$ cat src/rtl/bcd_entry_to_bin_if.sv
// Digit-entry / conversion bus between a user-input source and bcd_entry_to_bin.
interface bcd_entry_to_bin_if #(
  parameter int unsigned N_DIGITS = 3,
  parameter int unsigned OUT_W    = 8
);
  logic [3:0]            digit_in;
  logic                  digit_valid;
  logic                  clear;
  logic                  start;
  logic [4*N_DIGITS-1:0] bcd_shadow;
  logic                  busy;
  logic                  done;
  logic [OUT_W-1:0]      bin_out;
  logic                  overflow;
  logic                  digit_error;

  modport master (
    output digit_in, digit_valid, clear, start,
    input  bcd_shadow, busy, done, bin_out, overflow, digit_error
  );

  modport slave (
    input  digit_in, digit_valid, clear, start,
    output bcd_shadow, busy, done, bin_out, overflow, digit_error
  );
endinterface

$ cat src/rtl/bcd_entry_to_bin.sv
// Decimal digit entry register plus serial reverse double-dabble converter
// producing a saturated binary result.
module bcd_entry_to_bin #(
  parameter int unsigned N_DIGITS = 3,
  parameter int unsigned OUT_W    = 8
) (
  input  logic             clk,
  input  logic             rst_n,
  bcd_entry_to_bin_if.slave bus
);
  localparam int unsigned BW = 4 * N_DIGITS;
  localparam int unsigned CW = $clog2(BW + 1);

  typedef enum logic [1:0] {IDLE, SHIFT, FINISH} state_t;

  state_t           state_q, state_d;
  logic [BW-1:0]    shadow_q, shadow_d;
  logic [BW-1:0]    bcd_q, bcd_d;
  logic [BW-1:0]    acc_q, acc_d;
  logic [CW-1:0]    count_q, count_d;
  logic [OUT_W-1:0] bin_q, bin_d;
  logic             ovf_q, ovf_d;
  logic             done_q, done_d;
  logic             err_q, err_d;
  logic [BW-1:0]    bcd_shr;
  logic             busy_w;

  assign busy_w = (state_q != IDLE);

  // Next-state: digit entry, conversion FSM, clear override
  always_comb begin
    state_d  = state_q;
    shadow_d = shadow_q;
    bcd_d    = bcd_q;
    acc_d    = acc_q;
    count_d  = count_q;
    bin_d    = bin_q;
    ovf_d    = ovf_q;
    done_d   = 1'b0;
    err_d    = err_q;
    bcd_shr  = '0;

    if (bus.digit_valid && !busy_w) begin
      if (bus.digit_in <= 4'd9) begin
        // Oldest digit falls off the top when more than N_DIGITS are entered
        shadow_d = BW'({shadow_q, bus.digit_in});
      end else begin
        err_d = 1'b1;
      end
    end

    unique case (state_q)
      IDLE: begin
        if (bus.start) begin
          bcd_d   = shadow_q;
          acc_d   = '0;
          count_d = '0;
          state_d = SHIFT;
        end
      end
      SHIFT: begin
        acc_d   = {bcd_q[0], acc_q[BW-1:1]};
        bcd_shr = bcd_q >> 1;
        for (int unsigned i = 0; i < N_DIGITS; i++) begin
          if (bcd_shr[4*i +: 4] >= 4'd8) begin
            bcd_shr[4*i +: 4] = bcd_shr[4*i +: 4] - 4'd3;
          end
        end
        bcd_d   = bcd_shr;
        count_d = count_q + 1'b1;
        if (count_q == CW'(BW - 1)) begin
          state_d = FINISH;
        end
      end
      FINISH: begin
        if ((BW > OUT_W) && ((acc_q >> OUT_W) != '0)) begin
          bin_d = '1;
          ovf_d = 1'b1;
        end else begin
          bin_d = OUT_W'(acc_q);
          ovf_d = 1'b0;
        end
        done_d  = 1'b1;
        state_d = IDLE;
      end
      default: state_d = IDLE;
    endcase

    // Abort wins over everything: results from an abandoned run are discarded
    if (bus.clear) begin
      shadow_d = '0;
      err_d    = 1'b0;
      state_d  = IDLE;
      done_d   = 1'b0;
      bin_d    = bin_q;
      ovf_d    = ovf_q;
    end
  end

  // State and datapath registers with synchronous active-low reset
  always_ff @(posedge clk) begin
    if (!rst_n) begin
      state_q  <= IDLE;
      shadow_q <= '0;
      bcd_q    <= '0;
      acc_q    <= '0;
      count_q  <= '0;
      bin_q    <= '0;
      ovf_q    <= 1'b0;
      done_q   <= 1'b0;
      err_q    <= 1'b0;
    end else begin
      state_q  <= state_d;
      shadow_q <= shadow_d;
      bcd_q    <= bcd_d;
      acc_q    <= acc_d;
      count_q  <= count_d;
      bin_q    <= bin_d;
      ovf_q    <= ovf_d;
      done_q   <= done_d;
      err_q    <= err_d;
    end
  end

  assign bus.bcd_shadow  = shadow_q;
  assign bus.busy        = busy_w;
  assign bus.done        = done_q;
  assign bus.bin_out     = bin_q;
  assign bus.overflow    = ovf_q;
  assign bus.digit_error = err_q;
endmodule

$ cat src/flat_wrapper.sv
// flat-port wrapper written by rule: the top's interface ports become plain ports
module bcd_entry_to_bin_flat 
#(
  parameter int unsigned N_DIGITS = 3,
  parameter int unsigned OUT_W    = 8
)
  (clk, rst_n, bus_digit_in, bus_digit_valid, bus_clear, bus_start, bus_bcd_shadow, bus_busy, bus_done, bus_bin_out, bus_overflow, bus_digit_error);
  bcd_entry_to_bin_if #(.N_DIGITS(N_DIGITS), .OUT_W(OUT_W)) bus_i ();
  input  logic clk;
  input  logic rst_n;
  input wire logic [$bits(bus_i.digit_in)-1:0] bus_digit_in;
  input wire logic [$bits(bus_i.digit_valid)-1:0] bus_digit_valid;
  input wire logic [$bits(bus_i.clear)-1:0] bus_clear;
  input wire logic [$bits(bus_i.start)-1:0] bus_start;
  output wire logic [$bits(bus_i.bcd_shadow)-1:0] bus_bcd_shadow;
  output wire logic [$bits(bus_i.busy)-1:0] bus_busy;
  output wire logic [$bits(bus_i.done)-1:0] bus_done;
  output wire logic [$bits(bus_i.bin_out)-1:0] bus_bin_out;
  output wire logic [$bits(bus_i.overflow)-1:0] bus_overflow;
  output wire logic [$bits(bus_i.digit_error)-1:0] bus_digit_error;
  assign bus_i.digit_in = bus_digit_in;
  assign bus_i.digit_valid = bus_digit_valid;
  assign bus_i.clear = bus_clear;
  assign bus_i.start = bus_start;
  assign bus_bcd_shadow = bus_i.bcd_shadow;
  assign bus_busy = bus_i.busy;
  assign bus_done = bus_i.done;
  assign bus_bin_out = bus_i.bin_out;
  assign bus_overflow = bus_i.overflow;
  assign bus_digit_error = bus_i.digit_error;
  bcd_entry_to_bin #(.N_DIGITS(N_DIGITS), .OUT_W(OUT_W)) u_core (.clk(clk), .rst_n(rst_n), .bus(bus_i));
endmodule
$ cat config.mk
export PLATFORM = sky130hd
export DESIGN_NAME = bcd_entry_to_bin_flat
export DESIGN_NICKNAME = d
export VERILOG_FILES = /design/src/rtl/bcd_entry_to_bin_if.sv /design/src/rtl/bcd_entry_to_bin.sv /design/src/flat_wrapper.sv
export SDC_FILE = /design/constraint.sdc
export NUM_CORES = 1
export LEC_CHECK = 0
export CORE_MARGIN = 2
export CORE_UTILIZATION = 50
export DETAILED_ROUTE_END_ITERATION = 8
export GPL_ROUTABILITY_DRIVEN = 1
export PLACE_DENSITY = 0.79
export SYNTH_ARGS = -nofsm -noshare
export SYNTH_HDL_FRONTEND = slang
export SYNTH_SLANG_ARGS = --single-unit
$ cat constraint.sdc
create_clock -name clk -period 1.89 [get_ports clk]
set_input_delay 0.189 -clock clk [delete_from_list [all_inputs] [get_ports clk]]
set_output_delay 0.189 -clock clk [all_outputs]
set_load 0.03 [all_outputs]
# Yosys cells after proc, flatten, opt, wreduce, memory -nomap -nowiden
# Cells that the tools add are included.
# classes
addsub	4
n_bitwise	3
div	0
reduce_logical	12
shift	0
n_mux	15
n_mul	0
n_lt_le_gt_ge	4
n_eq_ne	5
# ops
operator	n
$pmux W12 S2	2
$mux W12	2
$mux W4	4
$reduce_bool A12 Y1	1
$reduce_and A2 Y1	5
$ge A4 B4 Y1 const B	2
$mux W8	1
$pmux W4 S2	1
$sub A4 B2 Y4 const B	2
$add A4 B1 Y4 const B	1
$eq A4 B4 Y1 const B	1
$ge A3 B4 Y1 const B	1
$le A4 B4 Y1 const B	1
$mux W2	2
$pmux W2 S2	1
$reduce_bool A2 Y1	2
$sub A3 B2 Y4 const B	1
$not A1 Y1	3
$eq A2 B1 Y1 const B	1
$eq A2 B2 Y1 const B	1
$logic_not A2 Y1	1
$mux W1	2
$ne A2 B1 Y1 const B	1
$ne A2 B2 Y1 const B	1
3 further kinds	3
# totals
mem_bits_ro	0
in_bits	9
word_cells	52
latchBits	0
ramBits	0
n_memories	0
regBits	53

# Longest topological paths before layout
# depth
ltp_word	4
ltp_mapped	6
ltp_nobuf	5

# Worst setup path after synthesis
# Ideal clock, no wire load.
# synth_timing
path_type	reg2reg
start	register u_core.state_q[0]
end	register u_core.shadow_q[3] (netlist: u_core.bus.bcd_shadow[3])
period_less_slack_ns	1.451
t_arrival_ns	1.372
setup_time_ns	0.079
slack_ns	0.439
stages_incl_launch_ff	6
path_cell_list	dfxtp_1 -> buf_6 -> or3b_1 -> buf_6 -> or2_4 -> a211oi_2
# synth_via
elab_chain_cells	4
# synth_lines
element	line	rtl
start, declared	bcd_entry_to_bin.sv:16	state_t state_q, state_d;
start signal, assigned	bcd_entry_to_bin.sv:113	state_q <= state_d;
$reduce_bool A2 Y1	bcd_entry_to_bin.sv:28	assign busy_w = (state_q != IDLE);
$logic_not A1 Y1	bcd_entry_to_bin.sv:43	if (bus.digit_valid && !busy_w) begin
$logic_and A1 B1 Y1	bcd_entry_to_bin.sv:43	
$reduce_and A2 Y1 (no source line)	--	
end signal, assigned	bcd_entry_to_bin.sv:114	shadow_q <= shadow_d;
end, declared	bcd_entry_to_bin.sv:17	logic [BW-1:0] shadow_q, shadow_d;
# No other way between the ends.
# A chain may end at the register's enable or synchronous reset.

# Worst setup path after layout
# layout_timing
start	register u_core.state_q[1]
end	output port bus_busy
# layout_via
elab_chain_cells	1
# layout_lines
element	line	rtl
$reduce_bool A2 Y1	bcd_entry_to_bin.sv:28	
end, declared	flat_wrapper.sv:16	output wire logic [$bits(bus_i.busy)-1:0] bus_busy;
# No other way between the ends.

==> report_table.html <==
<table>
<tr><th>Metric</th><th>Value</th></tr>
<tr><th colspan="2">Clocking</th></tr>
<tr><td>Clock tree from TritonCTS</td><td>yes</td></tr>
<tr><td>Post-CTS Setup Repair Bufs</td><td>0</td></tr>
<tr><td>Maximum clock insertion buffer count</td><td>2</td></tr>
<tr><td>Clock buffers created by TritonCTS</td><td>5</td></tr>
<tr><td>Clk Latency, worst-skew pair</td><td>between 0.3 and 0.4 ns</td></tr>
<tr><td>CTS H-tree depth</td><td>2</td></tr>
<tr><td>Number of clock sinks seen by CTS</td><td>between 50 and 60</td></tr>
<tr><td>Clk pin slew, worst setup/hold paths</td><td>~0.11 ns</td></tr>
<tr><td>CTS root buf</td><td>clkbuf_8</td></tr>
<tr><th colspan="2">Synth</th></tr>
<tr><td>Top-count cell post-synth</td><td>dfxtp_1</td></tr>
<tr><td>Fraction of synthesized cell area in xor and xnor cells</td><td>0.0157</td></tr>
<tr><td>Simple-gate share of the synthesized area</td><td>0.144</td></tr>
<tr><td>Commonest cells in the synthesized netlist</td><td>dfxtp_1, nor2_1, nand2_1</td></tr>
<tr><td>Number of standard cells after synthesis</td><td>approximately 230</td></tr>
<tr><td>Cell Area, Synth</td><td>between 2000 and 2500 sq um</td></tr>
<tr><td>Post-synth top area cell</td><td>dfxtp_1</td></tr>
<tr><td>Adder-cell share of the synthesized area</td><td>0.0280</td></tr>
<tr><td>Net count after synthesis</td><td>247</td></tr>
<tr><td>Sequential-to-total area share from yosys stat</td><td>0.476</td></tr>
<tr><td>#FFs+latches synth</td><td>53</td></tr>
<tr><td>Number of flops mapped to enable cells by yosys</td><td>0</td></tr>
<tr><td>Portion of netlist area occupied by mux cells</td><td>0.0370</td></tr>
<tr><td>Count of synthesis-stage warnings from yosys</td><td>0</td></tr>
<tr><td>Leading post-synthesis cells by cell area</td><td>dfxtp_1, a22oi_1, o221a_2</td></tr>
<tr><td>Compound-Gate Fraction of Synth Area</td><td>0.248</td></tr>
<tr><td>Average footprint of a synthesized cell</td><td>around 9.6 sq um</td></tr>
<tr><td>Share of async-settable or async-resettable flops after synthesis</td><td>0</td></tr>
<tr><td>Largest family of logic cells by synthesized area</td><td>compound AO/OA/AOI/OAI gates</td></tr>
<tr><td>Top_reg_cell synth</td><td>dfxtp_1</td></tr>
<tr><td>Unique cell type count in the Yosys netlist</td><td>44</td></tr>
<tr><td>Post-synth top area share</td><td>0.476</td></tr>
<tr><th colspan="2">Floorplan</th></tr>
<tr><td>Placeable core region</td><td>about 4300 sq um</td></tr>
<tr><td>Height of the die</td><td>70.8 um</td></tr>
<tr><td>Die width</td><td>70.8 um</td></tr>
<tr><td>Starting Density</td><td>0.516</td></tr>
<tr><td>I/O pin cnt</td><td>33</td></tr>
<tr><td>Area of the die</td><td>5010 sq um</td></tr>
<tr><td>Standard-cell row count</td><td>24</td></tr>
<tr><th colspan="2">Layout</th></tr>
<tr><td>Number of antenna diodes</td><td>0</td></tr>
<tr><td>Final net count</td><td>approximately 280</td></tr>
<tr><td>Number of cells in the finished layout apart from fillers</td><td>322</td></tr>
<tr><td>Number of fill cells</td><td>387</td></tr>
<tr><td>Ratio of cells with drive above 1 in the final layout</td><td>0.144</td></tr>
<tr><td>Area growth from synthesis to final layout</td><td>22.6%</td></tr>
<tr><th colspan="2">Worst setup path</th></tr>
<tr><td>Cells along the critical path</td><td>nor2_1 -&gt; inv_1 -&gt; clkdlybuf4s50_1</td></tr>
<tr><td>Top delay family on crit path</td><td>buffers and inverters</td></tr>
<tr><td>Kind of end point of the critical path</td><td>output pin</td></tr>
<tr><td>Critical Path Slowest Stage Cell</td><td>clkdlybuf4s50_1</td></tr>
<tr><td>Startpoint Class</td><td>register</td></tr>
<tr><td>Delay of the slowest critical-path stage</td><td>roughly 0.65 ns</td></tr>
<tr><td>Worst Path Required</td><td>1.70 ns</td></tr>
<tr><td>Largest driver fanout on the critical path</td><td>9</td></tr>
<tr><td>Buffers &amp; Inverters on Critical Path</td><td>2</td></tr>
<tr><td>Crit path kind</td><td>reg -&gt; out</td></tr>
<tr><td>Data arrival at the endpoint of the critical path</td><td>around 1.6 ns</td></tr>
<tr><th colspan="2">STA</th></tr>
<tr><td>Total count of max-transition violations in the final report</td><td>0</td></tr>
<tr><td>Setup Skew</td><td>~0.013 ns</td></tr>
<tr><td>Maximum clock frequency</td><td>around 570 MHz</td></tr>
<tr><td>Share of the clock period used by the worst path</td><td>0.923</td></tr>
<tr><td>Slew at the pin closest to its max-slew limit</td><td>0.696 ns</td></tr>
<tr><td>Final hold viol count</td><td>0</td></tr>
<tr><td>Post-route worst hold slack</td><td>between 0.4 and 0.5 ns</td></tr>
<tr><td>Worst relative slew slack</td><td>0.536</td></tr>
<tr><td>Sum of negative setup slack</td><td>0 ns</td></tr>
<tr><td>Min cycle time layout</td><td>1.74 ns</td></tr>
<tr><td>Unrepaired setup endpoints after global routing</td><td>false</td></tr>
<tr><td>Final number of setup-violating endpoints</td><td>0</td></tr>
<tr><th colspan="2">Placement</th></tr>
<tr><td>HPWL after detailed placement</td><td>around 3600 um</td></tr>
<tr><td>Number of port buffers</td><td>32</td></tr>
<tr><td>Post-placement cell count</td><td>around 310</td></tr>
<tr><td>Routability-driven placement congestion ratio</td><td>~0.84</td></tr>
<tr><th colspan="2">Global route</th></tr>
<tr><td>Total Routing Usage GR</td><td>0.202</td></tr>
<tr><td>Pin count of the biggest net entering global routing</td><td>22</td></tr>
<tr><td>Global-route congestion overflow total</td><td>0</td></tr>
<tr><td>Vias in the first global route</td><td>roughly 1800</td></tr>
<tr><td>Antenna violations before repair</td><td>0</td></tr>
<tr><td>Wire length of the first global-routing pass</td><td>approximately 8100 um</td></tr>
<tr><th colspan="2">Power and ir drop</th></tr>
<tr><td>Pwr Total</td><td>approximately 2000 uW</td></tr>
<tr><td>Power density over the cells</td><td>roughly 730 nW/um^2</td></tr>
<tr><td>Leakage power of the design</td><td>roughly 0.0010 uW</td></tr>
<tr><td>Maximum VDD drop</td><td>0.580 mV</td></tr>
<tr><th colspan="2">Detailed routing</th></tr>
<tr><td>Vias per cell</td><td>between 5 and 6</td></tr>
<tr><td>Total routed wirelength</td><td>~4800 um</td></tr>
<tr><td>Total via count in the routed design</td><td>1877</td></tr>
<tr><td>Initial drt markers</td><td>approximately 100</td></tr>
<tr><td>First-pass detailed-route iteration total</td><td>4</td></tr>
<tr><td>Routed wirelength normalized by instance count</td><td>15.0 um</td></tr>
<tr><td>ANT nets after route</td><td>0</td></tr>
<tr><td>Drc violations</td><td>0</td></tr>
<tr><th colspan="2">Worst hold path</th></tr>
<tr><td>Classification of the worst-slack hold path</td><td>in -&gt; reg</td></tr>
<tr><th colspan="2">Run</th></tr>
<tr><td>Max-Cap Viols</td><td>0</td></tr>
<tr><th colspan="2">Outcome</th></tr>
<tr><td>Run status</td><td>finished, final reports clean</td></tr>
</table>
## flip-flops by register name (all words and copies together), names as in the netlist
signal and cells:
u_core.acc_q 12, u_core.bus.overflow 1, u_core.state_q 2, u_core.bus.bin_out 8, u_core.bus.bcd_shadow 12, u_core.bus.digit_error 1
u_core.bus.done 1, u_core.count_q 4, u_core.bcd_q 12
## layout make-up
class	instances	area [sq um]	share of cell area
Clock buffer	5	68.8	0.0252
Clock inverter	3	26.3	0.00961
Inverter	10	37.5	0.0137
Multi-Input combinational cell	154	1060	0.386
Sequential cell	53	1060	0.389
Tap cell	52	65.1	0.0238
Timing Repair Buffer	45	418	0.153
## where the power goes
part	internal, uW	switching, uW	leakage, uW
sequential	1130	18.1	0.000429
clock	270	392	0.0000423
combinational	80.8	101	0.000549
total	1480	511	0.00102
## worst paths after layout
| path | slack (ns) | start | cells after the start | end |
|---|---|---|---|---|
| hold / removal | 0.43 | bus_digit_in[0] | 3 | u_core.bus.bcd_shadow[0] |
| setup reg to reg | 0.32 | u_core.bcd_q[5] | 5 | u_core.bcd_q[5] |
| setup / recovery | 0.15 | u_core.state_q[1] | 3 | bus_busy |
| hold reg to reg | 0.50 | u_core.bcd_q[7] | 1 | u_core.bcd_q[7] |
## tightest hold or removal path: stages
cell             delay (ns)
clkdlybuf4s50_1        0.40
nand2_1                0.06
mux2i_1                0.05
## cell families after synthesis
logic type,Yosys count
XOR/XNOR,4
adder cells (fa/ha/maj),5
multiplexers,8
flip-flops,53
AND/OR/NAND/NOR,66
AO/OA/AOI/OAI,71
buffers and inverters,26
## per-layer routing
| metal | vias up | part of all wire | GRT usage |
|---|---|---|---|
| met5 | - | 0 | 0 |
| met4 | 0 | 0.023 | 0.0922 |
| met3 | 12 | 0.060 | 0.0499 |
| met2 | 56 | 0.46 | 0.314 |
| met1 | 887 | 0.45 | 0.266 |
| li1 | 922 | - | - |
## metrics by stage
stage	instance area, sq um	util	setup slack [ns]
floorplan	2230	-	0.439
global placement	2640	0.610	0.157
detailed placement	2640	0.610	0.0854
CTS	2730	0.632	0.0198
global route	2740	0.633	0.0941
finish	2740	0.633	0.146
## cells in the final DEF, fill, tap and decap left out, drive strengths merged, types with 4 or more instances in the layout
cell           instances
nand2                 19
a211oi                 4
o221a                  8
nand2b                 4
dfxtp                 53
o21ai                  8
clkbuf                 5
mux2i                  6
a21oi                  7
ha                     5
buf                   13
a22oi                 14
nand3                  5
a31oi                  4
clkdlybuf4s50         32
nor2b                  7
inv                   11
nor2                  21
## timing repair
item                       in CTS  in global routing
setup endpoints to repair       0                  1
resized for setup               0                  2
hold buffers                    0                  0
No activity file was read; power rests on OpenSTA's default activity.
